--- src/rtl/fa_serial_adder.sv ---
// rtl/fa_serial_adder.sv - bit-serial WIDTH-bit adder controller driving one external full-adder cell
module fa_serial_adder #(
    parameter int WIDTH = 4
) (
    input  logic             clk,
    input  logic             rst,
    input  logic             start,
    input  logic [WIDTH-1:0] a,
    input  logic [WIDTH-1:0] b,
    input  logic             cin,
    output logic             fa_a,
    output logic             fa_b,
    output logic             fa_cin,
    input  logic             fa_s,
    input  logic             fa_cout,
    output logic             busy,
    output logic             done,
    output logic [WIDTH-1:0] sum,
    output logic             cout
);

    localparam int CW = (WIDTH > 1) ? $clog2(WIDTH) : 1;
    localparam logic [CW-1:0] LAST_BIT = CW'(WIDTH - 1);

    typedef enum logic [1:0] {
        S_IDLE = 2'd0,
        S_RUN  = 2'd1,
        S_DONE = 2'd2
    } state_t;

    state_t           state_q;
    logic [WIDTH-1:0] a_sh_q;
    logic [WIDTH-1:0] b_sh_q;
    logic [WIDTH-1:0] s_sh_q;
    logic             c_reg_q;
    logic [CW-1:0]    cnt_q;
    logic             busy_q;
    logic             done_q;
    logic [WIDTH-1:0] sum_q;
    logic             cout_q;

    logic [WIDTH-1:0] a_sh_d;
    logic [WIDTH-1:0] b_sh_d;
    logic [WIDTH-1:0] s_sh_d;

    // Shifts are written as shift/or so that WIDTH=1 needs no empty part-select.
    assign a_sh_d = a_sh_q >> 1;
    assign b_sh_d = b_sh_q >> 1;
    assign s_sh_d = (s_sh_q >> 1) | (WIDTH'(fa_s) << (WIDTH - 1));

    // FA inputs are gated by the registered RUN flag so they read 0 in IDLE/DONE.
    assign fa_a   = busy_q & a_sh_q[0];
    assign fa_b   = busy_q & b_sh_q[0];
    assign fa_cin = busy_q & c_reg_q;

    assign busy = busy_q;
    assign done = done_q;
    assign sum  = sum_q;
    assign cout = cout_q;

    always_ff @(posedge clk) begin
        if (rst) begin
            state_q <= S_IDLE;
            a_sh_q  <= '0;
            b_sh_q  <= '0;
            s_sh_q  <= '0;
            c_reg_q <= 1'b0;
            cnt_q   <= '0;
            busy_q  <= 1'b0;
            done_q  <= 1'b0;
            sum_q   <= '0;
            cout_q  <= 1'b0;
        end else begin
            case (state_q)
                S_IDLE: begin
                    done_q <= 1'b0;
                    if (start) begin
                        state_q <= S_RUN;
                        a_sh_q  <= a;
                        b_sh_q  <= b;
                        c_reg_q <= cin;
                        s_sh_q  <= '0;
                        cnt_q   <= '0;
                        busy_q  <= 1'b1;
                    end
                end
                S_RUN: begin
                    a_sh_q  <= a_sh_d;
                    b_sh_q  <= b_sh_d;
                    s_sh_q  <= s_sh_d;
                    c_reg_q <= fa_cout;
                    cnt_q   <= cnt_q + 1'b1;
                    if (cnt_q == LAST_BIT) begin
                        state_q <= S_DONE;
                        sum_q   <= s_sh_d;
                        cout_q  <= fa_cout;
                        busy_q  <= 1'b0;
                        done_q  <= 1'b1;
                    end
                end
                S_DONE: begin
                    state_q <= S_IDLE;
                    done_q  <= 1'b0;
                end
                default: begin
                    state_q <= S_IDLE;
                    busy_q  <= 1'b0;
                    done_q  <= 1'b0;
                end
            endcase
        end
    end

endmodule

--- config.mk ---
export PLATFORM = sky130hd
export DESIGN_NAME = fa_serial_adder
export DESIGN_NICKNAME = d
export VERILOG_FILES = /design/src/rtl/fa_serial_adder.sv
export SDC_FILE = /design/constraint.sdc
export NUM_CORES = 1
export LEC_CHECK = 0
export CAP_MARGIN = 20
export CORE_UTILIZATION = 42
export DETAILED_ROUTE_END_ITERATION = 16
export PLACE_DENSITY_LB_ADDON = 0.15
export SYNTH_ARGS = -nofsm -noshare
export SYNTH_HDL_FRONTEND = slang
export SYNTH_SLANG_ARGS = --single-unit
--- constraint.sdc ---
create_clock -name clk -period 1.1 [get_ports clk]
set_clock_uncertainty 0.05 [all_clocks]
set_input_delay 0.11 -clock clk [delete_from_list [all_inputs] [get_ports clk]]
set_output_delay 0.11 -clock clk [all_outputs]
set_load 0.05 [all_outputs]
Yosys cells after proc, flatten, opt, wreduce, memory -nomap -nowiden. Cells that the tools add are included.

Register bits after elaboration: 24. Latch bits: 0. Bits in writable memories: 0. Bits in read-only memories: 0. Input port bits: 14. Output and inout port bits: 10. Word-level logic and storage cells: 45. Memories: 0.

$add $sub $neg: 1. Multiply operators: 0. Div/mod/pow operators: 0. Order comparisons: 0. Equality and inequality tests: 5. Shift-type cells: 0. Muxes and demuxes: 16. Bitwise gates (word level): 6. Reductions and logical operators: 7.

Operators with widths (count): $pmux W4 S2 (3); $mux W4 (3); $pmux W2 S2 (2); $mux W2 (3); $reduce_and A2 Y1 (3); $eq A2 B2 Y1 const B (2); $ne A2 B2 Y1 const B (2); $or A3 B4 Y4 (1); $and A1 B1 Y1 (3); $mux W1 (3); $pmux W1 S3 (1); $reduce_and A3 Y1 (1); $add A2 B1 Y2 const B (1); $eq A2 B1 Y1 const B (1); $logic_not A2 Y1 (1); $not A1 Y1 (2); $pmux W1 S2 (1); $reduce_bool A2 Y1 (1); $reduce_or A2 Y1 (1).

Depth between registers and ports, before layout.
Depth in word-level cells: 3. Depth in mapped cells: 5. Mapped depth without buffers: 4.

Worst setup path after synthesis. Ideal clock, no wire load.

Kind: reg-to-output. Start point: register busy_q (netlist: busy). End point: output port fa_b. Data arrival time: 1.170 ns. Data required time: 0.940 ns. Slack: -0.230 ns. Cell stages (with the launch flop): 2. Path buffers: 0. Path through: dfxtp_1 and2_1.

Cells in the longest elaborated chain, start to end: 1.

RTL lines: start, declared (line 37) `logic busy_q;`; start signal, assigned (line 69) `busy_q <= 1'b0;`; start signal, assigned (line 84) `busy_q <= 1'b1;`; start signal, assigned (line 97) `busy_q <= 1'b0;`; $and A1 B1 Y1 (line 53) `assign fa_b = busy_q & b_sh_q[0];`; end, declared (line 12) `output logic fa_b,`.

Every way passes these cells.

Worst setup path in the final report.
Start point: register state_q[1]. End point: register cnt_q[0].

Cells in the longest elaborated chain, start to end: 3. Elaborated cells between the ends (all ways): 6. Those cells by class: 2 x eq/ne; 1 x mux; 3 x reduce/logical.

RTL lines: start, declared (line 31) `state_t state_q;`; start signal, assigned (line 63) `state_q <= S_IDLE;`; start signal, assigned (line 78) `state_q <= S_RUN;`; start signal, assigned (line 94) `state_q <= S_DONE;`; $eq A2 B1 Y1 / $logic_not A2 Y1 (equally long branches) (line 74) `case (state_q)`; $reduce_bool A2 Y1 (no source line) / $ne A2 B2 Y1 (equally long branches); $reduce_and A2 Y1 (no source line); end signal, assigned (line 92) `cnt_q <= cnt_q + 1'b1;`; end, declared (line 36) `logic [CW-1:0] cnt_q;`.

Parallel ways exist; a longest one is shown, timed or not. A chain may end at the register's enable or synchronous reset.

==> load_flow_metrics.sql <==
INSERT INTO impl_metrics (metric_group, metric, value, unit) VALUES
('clock_network', 'clock_tree_from_tritoncts', 'done', ''),
('route', 'routed-via-count', '863', ''),
('status', 'violations', 'setup timing', ''),
('status', 'status', 'finished, violations left', ''),
('route', 'wl_met2', '1200', 'um'),
('yosys', 'netlist_area', '952', 'um^2'),
('final_layout', 'design_area_final', '0.00164', 'mm^2'),
('timing', 'setup_violations', '13', ''),
('route', 'drt_iter0_markers', '8', ''),
('power_and_ir_drop', 'power.static_leakage', '0.000607', 'uW'),
('final_layout', 'fillCellCount', '126', ''),
('floorplan', 'design.die.area', '0.00246', 'mm^2'),
('route', 'antenna_nets_post_route', '0', ''),
('yosys', 'mappedNetlistNets', '115', ''),
('final_layout', 'antenna-diode-count', '0', ''),
('final_layout', 'fin_util', '80.3', '%'),
('clock_network', 'clk_path_buf_depth', '2', ''),
('yosys', 'synthesis.instances', '100', ''),
('timing', 'setup_ws', '-0.0497', 'ns'),
('route', 'route.final.wire_length', '2460', 'um'),
('critical_path', 'worst_endpoint_required_time', '1.28', 'ns'),
('power_and_ir_drop', 'p_per_area', '1070', 'mW/mm^2'),
('yosys', 'synth.avg_cell_area', '9.52', 'um^2'),
('yosys', 'synth_top_cell_by_area', 'sky130_fd_sc_hd__dfxtp_1', ''),
('yosys', 'netlist-cell-type-count', '24', ''),
('route', 'highest_layer', 'met4', ''),
('critical_path', 'worstSetupEndpointType', 'flop', ''),
('critical_path', 'worst-setup-path-type', 'reg -> reg', ''),
('clock_network', 'cts-htree-levels', '1', ''),
('timing', 'period_share', '105', '%'),
('floorplan', 'initial_core_util', '46.6', '%'),
('floorplan', 'die_width', '49.6', 'um'),
('timing', 'final_max_slew_viol_count', '0', ''),
('route', 'detail_route.wirelength.met1', '1080', 'um'),
('clock_network', 'sink_count', '23', ''),
('yosys', 'synth_seq_area_share', '48.4', '%'),
('clock_network', 'cts_root_buffer', 'sky130_fd_sc_hd__clkbuf_4', ''),
('flow_run', 'cap_violations', '0', ''),
('yosys', 'postSynthRegisterBits', '23', ''),
('global_routing', 'grt-ovfl-total', '0', ''),
('global_routing', 'pin_count_of_the_biggest_net_entering_global_routing', '24', ''),
('floorplan', 'core_area', '0.00204', 'mm^2'),
('global_routing', 'grt_first_pass_wirelength', '3630', 'um'),
('global_routing', 'antenna_violations_before_repair', '0', ''),
('min_path', 'hold_path.class', 'in -> reg', ''),
('floorplan', 'boundaryPins', '24', ''),
('critical_path', 'arrival_time_at_the_worst_endpoint', '1.33', 'ns'),
('placed_design', 'postPlaceCellArea', '0.00135', 'mm^2'),
('power_and_ir_drop', 'report.power.total', '1760', 'uW'),
('placed_design', 'dp_hpwl', '1440', 'um'),
('global_routing', 'gr-usage-all-layers', '19.3', '%'),
('route', 'post_drt_via_cell_ratio', '5.39', ''),
('floorplan', 'floorplan.die.height', '49.6', 'um'),
('critical_path', 'worst_reg_to_reg_setup_slack', '-0.05', 'ns'),
('route', '1st_pass_router_iterations', '5', ''),
('final_layout', 'commonest_non_fill_non_tap_cells_in_the_layout', '18 x sky130_fd_sc_hd__dfxtp_1, 13 x sky130_fd_sc_hd__clkdlybuf4s50_1, 12 x sky130_fd_sc_hd__buf_12', ''),
('yosys', 'ys_warn_count', '0', ''),
('critical_path', 'critPathLaunchType', 'flop', ''),
('timing', 'report.final.hold_viol_count', '0', ''),
('power_and_ir_drop', 'ir_drop', '827', 'uV'),
('placed_design', 'pre_cts_ws', '-0.392', 'ns'),
('yosys', 'post-synth-top-area-fraction', '48.4', '%'),
('clock_network', 'clkTransAtPathRegs', '0.13', 'ns'),
('clock_network', 'cts_inserted_buffers', '3', ''),
('final_layout', 'mostFrequentLayoutCell', 'sky130_fd_sc_hd__dfxtp_1', ''),
('route', 'detail_route.drc_violations', '0', ''),
('floorplan', 'core.rowCount', '16', ''),
('timing', 'maxSlewHeadroom', '81.7', '%'),
('timing', 'max_clock_freq', '870', 'MHz'),
('timing', 'unrepaired_setup_endpoints_after_global_routing', 'yes', ''),
('timing', 'fin_setup_tns', '-0.281', 'ns');
[critical path, cell delays in order (launching register included)]
cell and delay [ns]:
sky130_fd_sc_hd__dfxtp_2 0.36, sky130_fd_sc_hd__buf_6 0.13, sky130_fd_sc_hd__and2b_2 0.28, sky130_fd_sc_hd__mux2i_1 0.19, sky130_fd_sc_hd__nor2_1 0.06
[flip-flops by register name (all words and copies together) (netlist names)]
signal and cells:
cout 1, s_sh_q 3, cnt_q 2, state_q 2, c_reg_q 1, sum 4, a_sh_q 4, b_sh_q 4
done 1, busy 1
[worst paths after layout]
kind                                 start  endpoint  depth (start not counted)
worst max register to register  state_q[1]  cnt_q[0]                          4
worst min register to register      sum[2]    sum[2]                          2
worst max-delay path            state_q[1]  cnt_q[0]                          4
worst min-delay path               fa_cout      cout                          3
[per-layer routing]
layer	vias to the layer above	GRT usage, %
li1	418	-
met2	26	32.7
met5	-	0
met1	409	24.4
met4	0	8.10
met3	10	2.47
[through the flow]
stage	cells	hold slack (ns)
finish	160	0.350
global route	160	0.352
CTS	155	0.341
detailed placement	149	0.426
global placement	149	0.419
floorplan	100	0.129
[power by group]
part           switching (uW)  total, uW  internal [uW]
Clock                     265        402            136
Combinational             202        442            240
Sequential               37.1        911            874
Total                     505       1760           1250
[Yosys cell counts]
library cell               instances
sky130_fd_sc_hd__a211oi_2          1
sky130_fd_sc_hd__buf_2             1
sky130_fd_sc_hd__dfxtp_1          23
sky130_fd_sc_hd__nand2_1           5
sky130_fd_sc_hd__a22oi_1           6
sky130_fd_sc_hd__buf_6             2
sky130_fd_sc_hd__nor3_1            1
sky130_fd_sc_hd__clkbuf_1          2
sky130_fd_sc_hd__nor3b_1           2
sky130_fd_sc_hd__a21oi_1           6
sky130_fd_sc_hd__and2_1            3
sky130_fd_sc_hd__nor2_1           14
sky130_fd_sc_hd__a211oi_1          7
sky130_fd_sc_hd__nor2_2            1
sky130_fd_sc_hd__ha_1              1
sky130_fd_sc_hd__and2b_2           1
sky130_fd_sc_hd__clkbuf_4          1
sky130_fd_sc_hd__nand3_1           5
sky130_fd_sc_hd__nand2b_1          6
sky130_fd_sc_hd__a21o_2            1
sky130_fd_sc_hd__mux2i_1           8
sky130_fd_sc_hd__o21bai_1          1
sky130_fd_sc_hd__nand3b_1          1
sky130_fd_sc_hd__clkbuf_2          1
[cell families (layout without fill, tap and decap cells)]
group	Yosys count	in the layout	share of synthesized area (%)
and+or+nand+nor	39	40	20.5
DFF	23	23	48.4
AOI/OAI and AO/OA	22	22	16.4
muxes	8	8	8.41
buffers and inverters	7	39	4.99
adders and majority gates	1	1	1.31
[timing repair]
| action | CTS | global route |
|---|---|---|
| gates resized for setup | 15 | 33 |
| setup buffers | 2 | 3 |
| pin swaps | 4 | 19 |
| endpoints found under the setup margin | 23 | 24 |
| hold buffers | 0 | 0 |
| gates cloned | 0 | 2 |
[cell type report]
class / instances / area [um^2] / area share, %
sequential: 23 / 474 / 28.9
clock inverter: 1 / 5.00 / 0.305
clock buffer: 3 / 22.5 / 1.37
timing repair buffer: 35 / 474 / 28.9
tap: 27 / 33.8 / 2.06
multi-input combinational: 71 / 629 / 38.4
Power figures use the tool's default switching activity.
